===== config.mk =====
export PLATFORM = sky130hd
export DESIGN_NAME = aes_round_ctrl_flat
export DESIGN_NICKNAME = d
export VERILOG_FILES = /design/src/rtl/aes_round_ctrl_pkg.sv /design/src/rtl/aes_round_ctrl_if.sv /design/src/rtl/aes_round_ctrl_ack_timer.sv /design/src/rtl/aes_round_ctrl.sv /design/src/flat_wrapper.sv
export SDC_FILE = /design/constraint.sdc
export NUM_CORES = 1
export LEC_CHECK = 0
export CORE_UTILIZATION = 49
export CTS_CLUSTER_DIAMETER = 100
export CTS_CLUSTER_SIZE = 30
export DETAILED_ROUTE_END_ITERATION = 6
export GPL_TIMING_DRIVEN = 1
export PLACE_DENSITY = 0.77
export SYNTH_ARGS = -nofsm -noshare
export SYNTH_HDL_FRONTEND = slang
export SYNTH_SLANG_ARGS = --single-unit

===== constraint.sdc =====
create_clock -name clk -period 1.75 [get_ports clk]
set_input_delay 0.2625 -clock clk [delete_from_list [all_inputs] [get_ports clk]]
set_output_delay 0.2625 -clock clk [all_outputs]
set_load 0.02 [all_outputs]

===== src/rtl/aes_round_ctrl_pkg.sv =====
// Shared types and constants for the AES-128 round sequencer.
// Imported by the controller, its timer and the round-unit interface.
package aes_ctrl_pkg;

  localparam int AES128_ROUNDS = 10;
  localparam int RIDX_W        = 4;

  typedef enum logic [1:0] {
    IDLE,
    RUN,
    GAP,
    DONE
  } ctrl_state_e;

endpackage


===== src/rtl/aes_round_ctrl_if.sv =====
// Round-state memory controls plus the round-unit valid/ready handshake.
// The master is the sequencer; the slave is the memory and round unit.
interface aes_round_if;
  import aes_ctrl_pkg::*;

  logic [RIDX_W-1:0] round_index;
  logic              re;
  logic              we;
  logic              rnd_valid;
  logic              rnd_last;
  logic              rnd_ready;

  modport master (
    output round_index, re, we,
    output rnd_valid, rnd_last,
    input  rnd_ready
  );

  modport slave (
    input  round_index, re, we,
    input  rnd_valid, rnd_last,
    output rnd_ready
  );

endinterface


===== src/rtl/aes_round_ctrl_ack_timer.sv =====
// Per-round acknowledge timer: counts RUN cycles without rnd_ready.
// Flags expiry on the last allowed cycle so the FSM can bail out.
module aes_ack_timer #(
  parameter int ACK_TIMEOUT = 16
) (
  input  logic clk,
  input  logic rst,
  input  logic clr,
  input  logic en,
  output logic expire
);

  localparam int W = $clog2(ACK_TIMEOUT + 1);
  localparam logic [W-1:0] LIM = W'(ACK_TIMEOUT - 1);

  logic [W-1:0] tcnt;

  always_ff @(posedge clk) begin
    if (rst || clr) begin
      tcnt <= '0;
    end else if (en) begin
      tcnt <= tcnt + W'(1);
    end
  end

  assign expire = (tcnt == LIM);

endmodule


===== src/rtl/aes_round_ctrl.sv =====
// AES-128 round sequencer: walks round-state memory entries 0..N-1
// through the round unit and writes each result to the next entry.
module aes_round_ctrl
  import aes_ctrl_pkg::*;
#(
  parameter int NUM_ROUNDS  = AES128_ROUNDS,
  parameter int ACK_TIMEOUT = 16
) (
  input  logic        clk,
  input  logic        rst,
  input  logic        start,
  input  logic        abort,
  aes_round_if.master rif,
  output logic        busy,
  output logic        done,
  output logic        err
);

  localparam logic [RIDX_W-1:0] LAST = RIDX_W'(NUM_ROUNDS - 1);

  ctrl_state_e       state;
  logic [RIDX_W-1:0] idx;
  logic              err_q;
  logic              expire;
  logic              in_run;

  assign in_run = (state == RUN);

  aes_ack_timer #(
    .ACK_TIMEOUT (ACK_TIMEOUT)
  ) u_timer (
    .clk    (clk),
    .rst    (rst),
    .clr    (!in_run),
    .en     (in_run && !rif.rnd_ready),
    .expire (expire)
  );

  always_ff @(posedge clk) begin
    if (rst) begin
      state <= IDLE;
      idx   <= '0;
      err_q <= 1'b0;
    end else begin
      unique case (state)
        IDLE: begin
          if (start) begin
            err_q <= 1'b0;
            idx   <= '0;
            state <= RUN;
          end
        end
        RUN: begin
          if (abort) begin
            state <= IDLE;
          end else if (rif.rnd_ready) begin
            if (idx == LAST) begin
              state <= DONE;
            end else begin
              idx   <= idx + RIDX_W'(1);
              state <= GAP;
            end
          end else if (expire) begin
            err_q <= 1'b1;
            state <= IDLE;
          end
        end
        GAP: begin
          state <= abort ? IDLE : RUN;
        end
        DONE: begin
          state <= IDLE;
        end
        default: state <= IDLE;
      endcase
    end
  end

  // Write is gated by rst so a reset mid-round never commits a result.
  always_comb begin
    rif.round_index = '0;
    rif.re          = 1'b0;
    rif.we          = 1'b0;
    rif.rnd_valid   = 1'b0;
    rif.rnd_last    = 1'b0;
    busy            = 1'b0;
    done            = 1'b0;
    unique case (state)
      RUN: begin
        rif.round_index = idx;
        rif.re          = 1'b1;
        rif.rnd_valid   = 1'b1;
        rif.rnd_last    = (idx == LAST);
        rif.we          = rif.rnd_ready && !abort && !rst;
        busy            = 1'b1;
      end
      GAP:     busy = 1'b1;
      DONE:    done = 1'b1;
      default: ;
    endcase
  end

  assign err = err_q;

endmodule


===== src/flat_wrapper.sv =====
// flat-port wrapper written by rule: the top's interface ports become plain ports
module aes_round_ctrl_flat import aes_ctrl_pkg::*;
#(
  parameter int NUM_ROUNDS  = AES128_ROUNDS,
  parameter int ACK_TIMEOUT = 16
)
  (clk, rst, start, abort, busy, done, err, rif_round_index, rif_re, rif_we, rif_rnd_valid, rif_rnd_last, rif_rnd_ready);
  aes_round_if rif_i ();
  input  logic clk;
  input  logic rst;
  input  logic start;
  input  logic abort;
  output logic busy;
  output logic done;
  output logic err;
  output wire logic [$bits(rif_i.round_index)-1:0] rif_round_index;
  output wire logic [$bits(rif_i.re)-1:0] rif_re;
  output wire logic [$bits(rif_i.we)-1:0] rif_we;
  output wire logic [$bits(rif_i.rnd_valid)-1:0] rif_rnd_valid;
  output wire logic [$bits(rif_i.rnd_last)-1:0] rif_rnd_last;
  input wire logic [$bits(rif_i.rnd_ready)-1:0] rif_rnd_ready;
  assign rif_round_index = rif_i.round_index;
  assign rif_re = rif_i.re;
  assign rif_we = rif_i.we;
  assign rif_rnd_valid = rif_i.rnd_valid;
  assign rif_rnd_last = rif_i.rnd_last;
  assign rif_i.rnd_ready = rif_rnd_ready;
  aes_round_ctrl #(.NUM_ROUNDS(NUM_ROUNDS), .ACK_TIMEOUT(ACK_TIMEOUT)) u_core (.clk(clk), .rst(rst), .start(start), .abort(abort), .rif(rif_i), .busy(busy), .done(done), .err(err));
endmodule

Yosys cells after proc, flatten, opt, wreduce, memory -nomap -nowiden:

Cells that the tools add are included.

* reduce and logical (&&, ||, !) cells: 14
* muxes and demuxes: 23
* add/sub/neg operators: 2
* equality and inequality tests: 12

Operator list (count)
* 4-bit 2-to-1 mux: 5
* 1-bit 2-to-1 mux: 11
* 2-bit inequality test, second input constant: 5
* 5-bit AND reduction: 2
* 2-bit 2-to-1 mux: 4
* 2-bit case mux with 4 select lines: 1
* 4-bit case mux with 2 select lines: 1
* 5-bit by 1-bit adder with 5-bit output, second input constant: 1
* 5-bit by 4-bit equality test with 1-bit output, second input constant: 1
* 4-bit by 1-bit adder with 4-bit output, second input constant: 1
* 2-bit equality test, second input constant: 2
* 4-bit equality test, second input constant: 1
* 1-bit logical NOT: 4
* 4-bit by 3-bit inequality test with 1-bit output, second input constant: 1
* 1-bit logical AND: 3
* 2-bit by 1-bit equality test with 1-bit output, second input constant: 1
* 2-bit logical NOT: 1
* 2-bit by 1-bit inequality test with 1-bit output, second input constant: 1
* 1-bit case mux with 2 select lines: 1
* 2-bit AND reduction: 1
* 2-bit nonzero test: 1
* 2-bit OR reduction: 1
* 1-bit logical OR: 1

* input bits: 5
* output and inout bits: 11
* flip-flop bits (word level): 12
* logic and storage cells: 55

Depth between registers and ports, before layout:

Gate-level depths: netlist of run 1.

* depth after elaboration: 5
* mapped depth: 6
* gate-level depth less buffers: 6

Cells and area by module:

Synthesis of run 1 repeated with hierarchy kept, for this count alone.

* cells, all modules: 89
* area, all modules: 810.8 um^2

By module, submodules not included
* aes_round_ctrl: cells each 65, sequential area each 140.1 um^2, area an instance 553.0 um^2, instances 1
* aes_ack_timer: cells each 24, sequential area each 100.1 um^2, area an instance 257.7 um^2, instances 1

Worst setup path before layout of run 1:

OpenSTA, ideal clock, no wires.

* path type: register -> output
* from: reg u_core.state[1]
* to: out rif_we
* buffers on the path: 1
* slack: 0.043 ns
* arrival: 1.444 ns
* required time: 1.487 ns
* stages on the path, launching flop included: 6
* cell sequence: dfxtp_1 > inv_1 > ha_1 > buf_4 > nor2b_1 > and3_1

* cells in the longest elaborated chain, start to end: 2

Ends and longest elaborated chain
* start: declaration: line aes_round_ctrl.sv:21 `ctrl_state_e state;`
* start signal: assignment: line aes_round_ctrl.sv:69 `state <= abort ? IDLE : RUN;`
* 2-bit by 1-bit equality test with 1-bit output: line aes_round_ctrl.sv:88 `unique case (state)`
* 1-bit 2-to-1 mux: line aes_round_ctrl.sv:88
* end: declaration: line flat_wrapper.sv:18 `output wire logic [$bits(rif_i.we)-1:0] rif_we;`

Every way passes these cells.

Worst setup path in the final report of run 1:

Same ends and word-level chain as after synthesis.

==> results.sh, run 1 <==
export IMPL_hold_viol_final=0
export IMPL_grt_overflow_total=0
export IMPL_core_area_um2=1383
export IMPL_seq_area_um2=241.5
export IMPL_clkLatencyLatePin_ps=270
export IMPL_grt_use_total=0.2228
export IMPL_ant_nets=0
export IMPL_ys_warn_count=0
export IMPL_cts_max_path_buffers=2
export IMPL_die_area_um2=1746
export IMPL_place_congestion=0.8428
export IMPL_synth_async_reset_ratio=0
export IMPL_rsz0062_at_grt="yes"
export IMPL_yosysTopAreaCell="dfxtp_1"
export IMPL_cp_arrival_ps=1480
export IMPL_crit_slowest_cell="dfxtp_2"
export IMPL_cpLargestDelayFamily="simple AND/OR/NAND/NOR gates"
export IMPL_worst_slew_pin_transition_ps=383.5
export IMPL_die_w_um=41.79
export IMPL_fin_crit_sh=0.9973
export IMPL_fin_crit_ps=1745
export IMPL_total_power_mw=0.7798
export IMPL_synth_cell_types=35
export IMPL_grt_pass1_vias=696
export IMPL_hold_buffers=0
export IMPL_nets=130
export IMPL_worstPathRequired_ps=1490
export IMPL_ys_ff_latch=12
export IMPL_min_path_type="reg -> reg"
export IMPL_path_buf_inv=2
export IMPL_syn_nets=97
export IMPL_synthToLayoutAreaGrowth_pct=39.36
export IMPL_final_util=0.7819
export IMPL_ys_top_cells_by_area="dfxtp_1 31%, ha_1 13%, mux2i_1 3.9%, nor2_1 3.4%, a2111oi_1 2.6%"
export IMPL_drv_cap=0
export IMPL_multi_input_area_um2=516.7
export IMPL_cts_root_buffer="clkbuf_4"
export IMPL_cts_tree="yes"
export IMPL_slowest_delay_ps=330
export IMPL_end_kind="primary output"
export IMPL_worst_path_max_fanout=3
export IMPL_status="completed"
export IMPL_synthCells=84
export IMPL_ir_drop_mv=0.5306
export IMPL_synth_top_area_frac=0.3097
export IMPL_crit_path_cell_trace="inv_2, ha_2, nor2b_2, and3_1, clkdlybuf4s15_2"
export IMPL_rrSetupSlack_ps=20
export IMPL_max_freq_mhz=573.0
export IMPL_clock_sinks=12
export IMPL_synth_edf_count=0
export IMPL_grt_max_degree=13
export IMPL_fillers=94
export IMPL_via_per_inst=5.420
export IMPL_antenna_found_initial=0
export IMPL_grt_pass1_wl_um=3015
export IMPL_port_buffers=15
export IMPL_drive_above_1_share=0.3621
export IMPL_ys_seq_area_frac=0.3097
export IMPL_critPathKind="reg -> out"
export IMPL_clock_skew_ps=5.986
export IMPL_start_util=0.5611
export IMPL_synth_area_per_cell_um2=9.235
export IMPL_ctsHtreeMaxLevel=1
export IMPL_num_rows=13
export IMPL_syn_cell_area_um2=775.7
export IMPL_setup_worst_path_start_class="register"
export IMPL_hpwl_um=1351
export IMPL_powerDensity_nw_per_um2=721.4
export IMPL_cts_made_buffers=3
export IMPL_p_leak_nw=0.4856
export IMPL_drt_initial_drc_count=5
export IMPL_drtPass1Iterations=4
export IMPL_setup_viol=0
export IMPL_die_y_um=41.79
export IMPL_post_route_drc_count=0
export IMPL_antenna_cells=0
export IMPL_dr_total_vias=710
export IMPL_routedWlPerCell_um=13.39
export IMPL_maxSlewViolCount=0
export IMPL_drt_total_wl_um=1754
export IMPL_num_io_pins=16
export IMPL_clkSlewWorstSetupHoldPaths_ps=70
export IMPL_max_slew_margin=0.7377
export IMPL_synth_top_flop_cell="dfxtp_1"
-- power by group --
part	internal, mW	switching [mW]	total, mW
combinational	0.136	0.141	0.277
clock	0.126	0.0869	0.213
sequential	0.284	0.00591	0.289
total	0.546	0.234	0.780
-- cell usage in the layout (no fill, tap or decap), types with 2 or more instances in the layout --
master	count
buf_4	17
dfxtp_1	11
nor2_1	7
nand2_1	5
ha_1	5
clkdlybuf4s50_1	5
inv_1	4
and2_1	3
mux2i_1	3
nand3_1	3
a21oi_1	3
ha_2	3
clkbuf_4	3
buf_2	3
inv_2	2
and3_1	2
a21o_1	2
or3_1	2
nand4b_1	2
xor2_1	2
clkbuf_2	2
-- worst reg2reg max path, cell delays in order, from the launching register on --
cell	delay, ps
dfxtp_2	330
inv_2	60
ha_2	180
buf_4	130
buf_4	120
inv_2	30
buf_4	140
or4_4	530
o221ai_2	140
-- synth_stat cells, types with 2 or more instances --
| library cell | count |
|---|---|
| nand2_1 | 5 |
| and2_1 | 3 |
| nor2_1 | 7 |
| ha_1 | 8 |
| buf_4 | 2 |
| nor2b_1 | 2 |
| nor3b_1 | 2 |
| inv_1 | 5 |
| a21oi_1 | 3 |
| mux2i_1 | 3 |
| xor2_1 | 2 |
| dfxtp_1 | 12 |
| a21o_1 | 2 |
| a2111oi_1 | 2 |
| nand4b_1 | 2 |
| nand3_1 | 3 |
| or3_1 | 2 |
| and3_1 | 2 |
-- through the flow --
| step | TNS [ps] | hold slack (ps) | instance area (um^2) | instances | setup WS (ps) |
|---|---|---|---|---|---|
| 2_1_floorplan | 0 | 331.6 | 775.7 | 84 | 43.11 |
| 3_3_place_gp | -354.4 | 467.4 | 1039 | 127 | -174.3 |
| 3_5_place_dp | -547.8 | 474.6 | 1039 | 127 | -200.8 |
| 4_1_cts | -1.459 | 484.1 | 1066 | 131 | -1.459 |
| 5_1_grt | -124.2 | 512.0 | 1081 | 131 | -60.19 |
| 6_report | 0 | 489.7 | 1081 | 131 | 4.675 |
-- area by class of cell --
cell class                 instances  area share
clock buffer                       4     0.03356
inverter                           6     0.02083
multi-input combinational         63      0.4780
sequential                        12      0.2234
tap                               15     0.01736
timing repair buffer              31      0.2269
-- path summary, 6_finish.rpt --
path | start | to | depth (start not counted)
max reg2reg | u_core.state[1] | u_core.idx[3] | 8
max | u_core.state[1] | rif_we | 5
min reg2reg | u_core.err | u_core.err | 2
min | u_core.err | u_core.err | 2
-- what timing repair did --
item                       in CTS  in global routing
cloned                          0                  0
resized for setup              29                 11
buffers inserted                0                  0
pin swaps                       2                  2
setup endpoints to repair      11                 13
-- logic make-up after synthesis --
family,synth area share
DFF,0.3097
and+or+nand+nor,0.2742
buffers and inverters,0.06289
AOI/OAI and AO/OA,0.1339
muxes,0.05645
adders and majority gates,0.1290
xor gates and xnor gates,0.03388
-- state kept, by name, summed over array words and instances (netlist names) --
signal,cells
u_core.idx,4
u_core.state,2
u_core.err,1
u_core.u_timer.tcnt,5
-- metal layers --
| layer | up-vias | track usage | wire length (um) |
|---|---|---|---|
| met5 | - | 0 | 0 |
| met4 | 0 | 0.1290 | 27 |
| met3 | 5 | 0.02609 | 48 |
| met2 | 13 | 0.3594 | 815 |
| met1 | 331 | 0.2831 | 862 |
| li1 | 361 | - | - |
Power figures use the tool's default switching activity.
==> run 2: changes to the inputs <==
--- a/config.mk
+++ b/config.mk
@@ -5,12 +5,12 @@
 export SDC_FILE = /design/constraint.sdc
 export NUM_CORES = 1
 export LEC_CHECK = 0
-export CORE_UTILIZATION = 49
+export CORE_UTILIZATION = 35
+export CTS_BUF_LIST = sky130_fd_sc_hd__clkbuf_16
 export CTS_CLUSTER_DIAMETER = 100
 export CTS_CLUSTER_SIZE = 30
 export DETAILED_ROUTE_END_ITERATION = 6
 export GPL_TIMING_DRIVEN = 1
-export PLACE_DENSITY = 0.77
 export SYNTH_ARGS = -nofsm -noshare
 export SYNTH_HDL_FRONTEND = slang
 export SYNTH_SLANG_ARGS = --single-unit
==> run 2 against run 1 <==
Net effect: power rose by 28%; die area rose by 38%; sequential share of layout area shrank 0.76 points; sequential power about the same; register-to-register slack is essentially flat; wire length grew 2.0%; non-clock buffer count decreased by 2; final area grew 3.0%; first-iteration DRC count grew to 3.6 times the previous value; hold slack worse by 6.5 ps; critical path type is now reg -> reg; largest cell class unchanged.
==> results.sh, run 2 (synthesized netlist as in run 1, its figures left out) <==
export IMPL_status="completed"
export IMPL_critPathKind="reg -> reg"
export IMPL_rsz0062_at_grt="yes"
export IMPL_core_area_um2=2022
export IMPL_crit_path_cell_trace="ha_1, and3_1, ha_1, nor3b_1, a2111oi_2, a2111oi_1"
export IMPL_rrSetupSlack_ps=7
export IMPL_grt_pass1_vias=685
export IMPL_die_area_um2=2409
export IMPL_final_common_cell="buf_4"
export IMPL_worstPathRequired_ps=1880
export IMPL_drt_total_wl_um=1789
export IMPL_cts_tree="yes"
export IMPL_end_kind="register"
export IMPL_worst_slew_pin_transition_ps=326.2
export IMPL_grt_overflow_total=0
export IMPL_crit_slowest_cell="a2111oi_1"
export IMPL_antenna_cells=0
export IMPL_setup_viol=0
export IMPL_total_power_mw=0.9958
export IMPL_grt_max_degree=13
export IMPL_routedWlPerCell_um=12.69
export IMPL_clkLatencyLatePin_ps=240
export IMPL_place_congestion=0.7316
export IMPL_drt_initial_drc_count=18
export IMPL_setup_worst_path_start_class="register"
export IMPL_worst_path_max_fanout=4
export IMPL_clock_skew_ps=3.274
export IMPL_layout_setup_ws_ps=6.681
export IMPL_fin_crit_sh=0.9962
export IMPL_die_y_um=49.08
export IMPL_maxSlewViolCount=0
export IMPL_powerDensity_nw_per_um2=894.2
export IMPL_cts_made_buffers=3
export IMPL_nets=128
export IMPL_via_per_inst=5.078
export IMPL_tns_ps=0
export IMPL_drtPass1Iterations=4
export IMPL_max_slew_margin=0.7797
export IMPL_die_w_um=49.08
export IMPL_fin_crit_ps=1743
export IMPL_ir_drop_mv=0.6610
export IMPL_clock_sinks=12
export IMPL_top_regs="u_core.u_timer.tcnt: 5 flops, u_core.idx: 4 flops, u_core.state: 2 flops"
export IMPL_largest_reg_flops=5
export IMPL_placed_cell_area_um2=1039
export IMPL_drv_cap=0
export IMPL_max_freq_mhz=573.6
export IMPL_clkSlewWorstSetupHoldPaths_ps=50
export IMPL_num_rows=16
export IMPL_synthToLayoutAreaGrowth_pct=43.55
export IMPL_dp_cells=137
export IMPL_grt_use_total=0.1598
export IMPL_drive_above_1_share=0.2807
export IMPL_final_cell_mix="13 x buf_4, 12 x dfxtp_1, 7 x nor2_1, 7 x ha_1, 6 x clkdlybuf4s50_1"
export IMPL_hold_worst_slack_ps=483.2
export IMPL_layout_cells_non_filler=141
export IMPL_antenna_found_initial=0
export IMPL_cts_max_path_buffers=2
export IMPL_cp_common_cell="ha_1"
export IMPL_hold_viol_final=0
export IMPL_regMostFlops="u_core.u_timer.tcnt"
export IMPL_cts_root_buffer="clkbuf_16"
export IMPL_p_leak_nw=0.4771
export IMPL_num_io_pins=16
export IMPL_fillers=198
export IMPL_slowest_delay_ps=360
export IMPL_final_util=0.5507
export IMPL_port_buffers=15
export IMPL_post_route_drc_count=0
export IMPL_ant_nets=0
export IMPL_grt_pass1_wl_um=2932
export IMPL_hpwl_um=1303
export IMPL_start_util=0.3837
export IMPL_stdcell_area_um2=1114
export IMPL_cp_arrival_ps=1870
export IMPL_min_path_type="reg -> reg"
export IMPL_place_ws_ps=-173.2
export IMPL_dr_total_vias=716
export IMPL_postCtsSetupRepairBufs=0
export IMPL_ctsHtreeMaxLevel=1
-- run 2: cell types whose count changed in the layout (fill, tap and decap cells not counted), sizes merged --
cell           delta
clkdlybuf4s50     +1
buf               -5
clkinv            +1
clkbuf            +2
dlygate4sd2       +2
dlymetal6s2s      -1
clkdlybuf4s15     -2
-- run 2: area by class of cell --
type / count / area [um^2] / area share
clock buffer: 3 / 75.07 / 0.06742
clock inverter: 1 / 3.754 / 0.003371
timing repair buffer: 29 / 225.2 / 0.2022
tap: 27 / 33.78 / 0.03034
multi-input combinational: 63 / 513.0 / 0.4607
sequential: 12 / 240.2 / 0.2157
inverter: 6 / 22.52 / 0.02022
-- run 2: path summary, 6_finish.rpt --
path | startpoint | to | cells past startpoint
worst min register to register | u_core.err | u_core.err | 2
worst max-delay path | u_core.u_timer.tcnt[1] | u_core.state[0] | 6
worst min-delay path | u_core.err | u_core.err | 2
worst max register to register | u_core.u_timer.tcnt[1] | u_core.state[0] | 6
-- run 2: metal layers --
| metal | global-route usage | vias up | share of wire |
|---|---|---|---|
| met1 | 0.1951 | 334 | 0.48 |
| met5 | 0 | - | 0 |
| met3 | 0.04361 | 5 | 0.049 |
| met2 | 0.2511 | 19 | 0.45 |
| met4 | 0.08824 | 0 | 0.018 |
| li1 | - | 358 | - |
-- run 2: critical path, delay by kind of cell (launching register included) --
family,cells,cell delay (ps)
AND/OR/NAND/NOR,2,440
adder cells (fa/ha/maj),2,430
flip-flops,1,320
AO/OA/AOI/OAI,2,440
-- run 2: where the power goes --
| part | total (mW) | switching [mW] | internal (mW) |
|---|---|---|---|
| Combinational | 0.275 | 0.143 | 0.133 |
| Clock | 0.430 | 0.128 | 0.302 |
| Sequential | 0.291 | 0.00593 | 0.285 |
| Total | 0.996 | 0.277 | 0.719 |
-- run 2: timing repair --
action                                  in CTS  in global routing
hold buffers                                 0                  0
gates cloned                                 0                  0
gates resized for setup                     12                 17
endpoints found under the setup margin       9                 11
==> run 3: changes to the inputs <==
--- a/config.mk
+++ b/config.mk
@@ -11,6 +11,7 @@
 export CTS_CLUSTER_SIZE = 30
 export DETAILED_ROUTE_END_ITERATION = 6
 export GPL_TIMING_DRIVEN = 1
+export SLEW_MARGIN = 20
 export SYNTH_ARGS = -nofsm -noshare
 export SYNTH_HDL_FRONTEND = slang
 export SYNTH_SLANG_ARGS = --single-unit
==> results of run 3 <==
No change in the layout: final DEF, timing and power equal those of run 2.
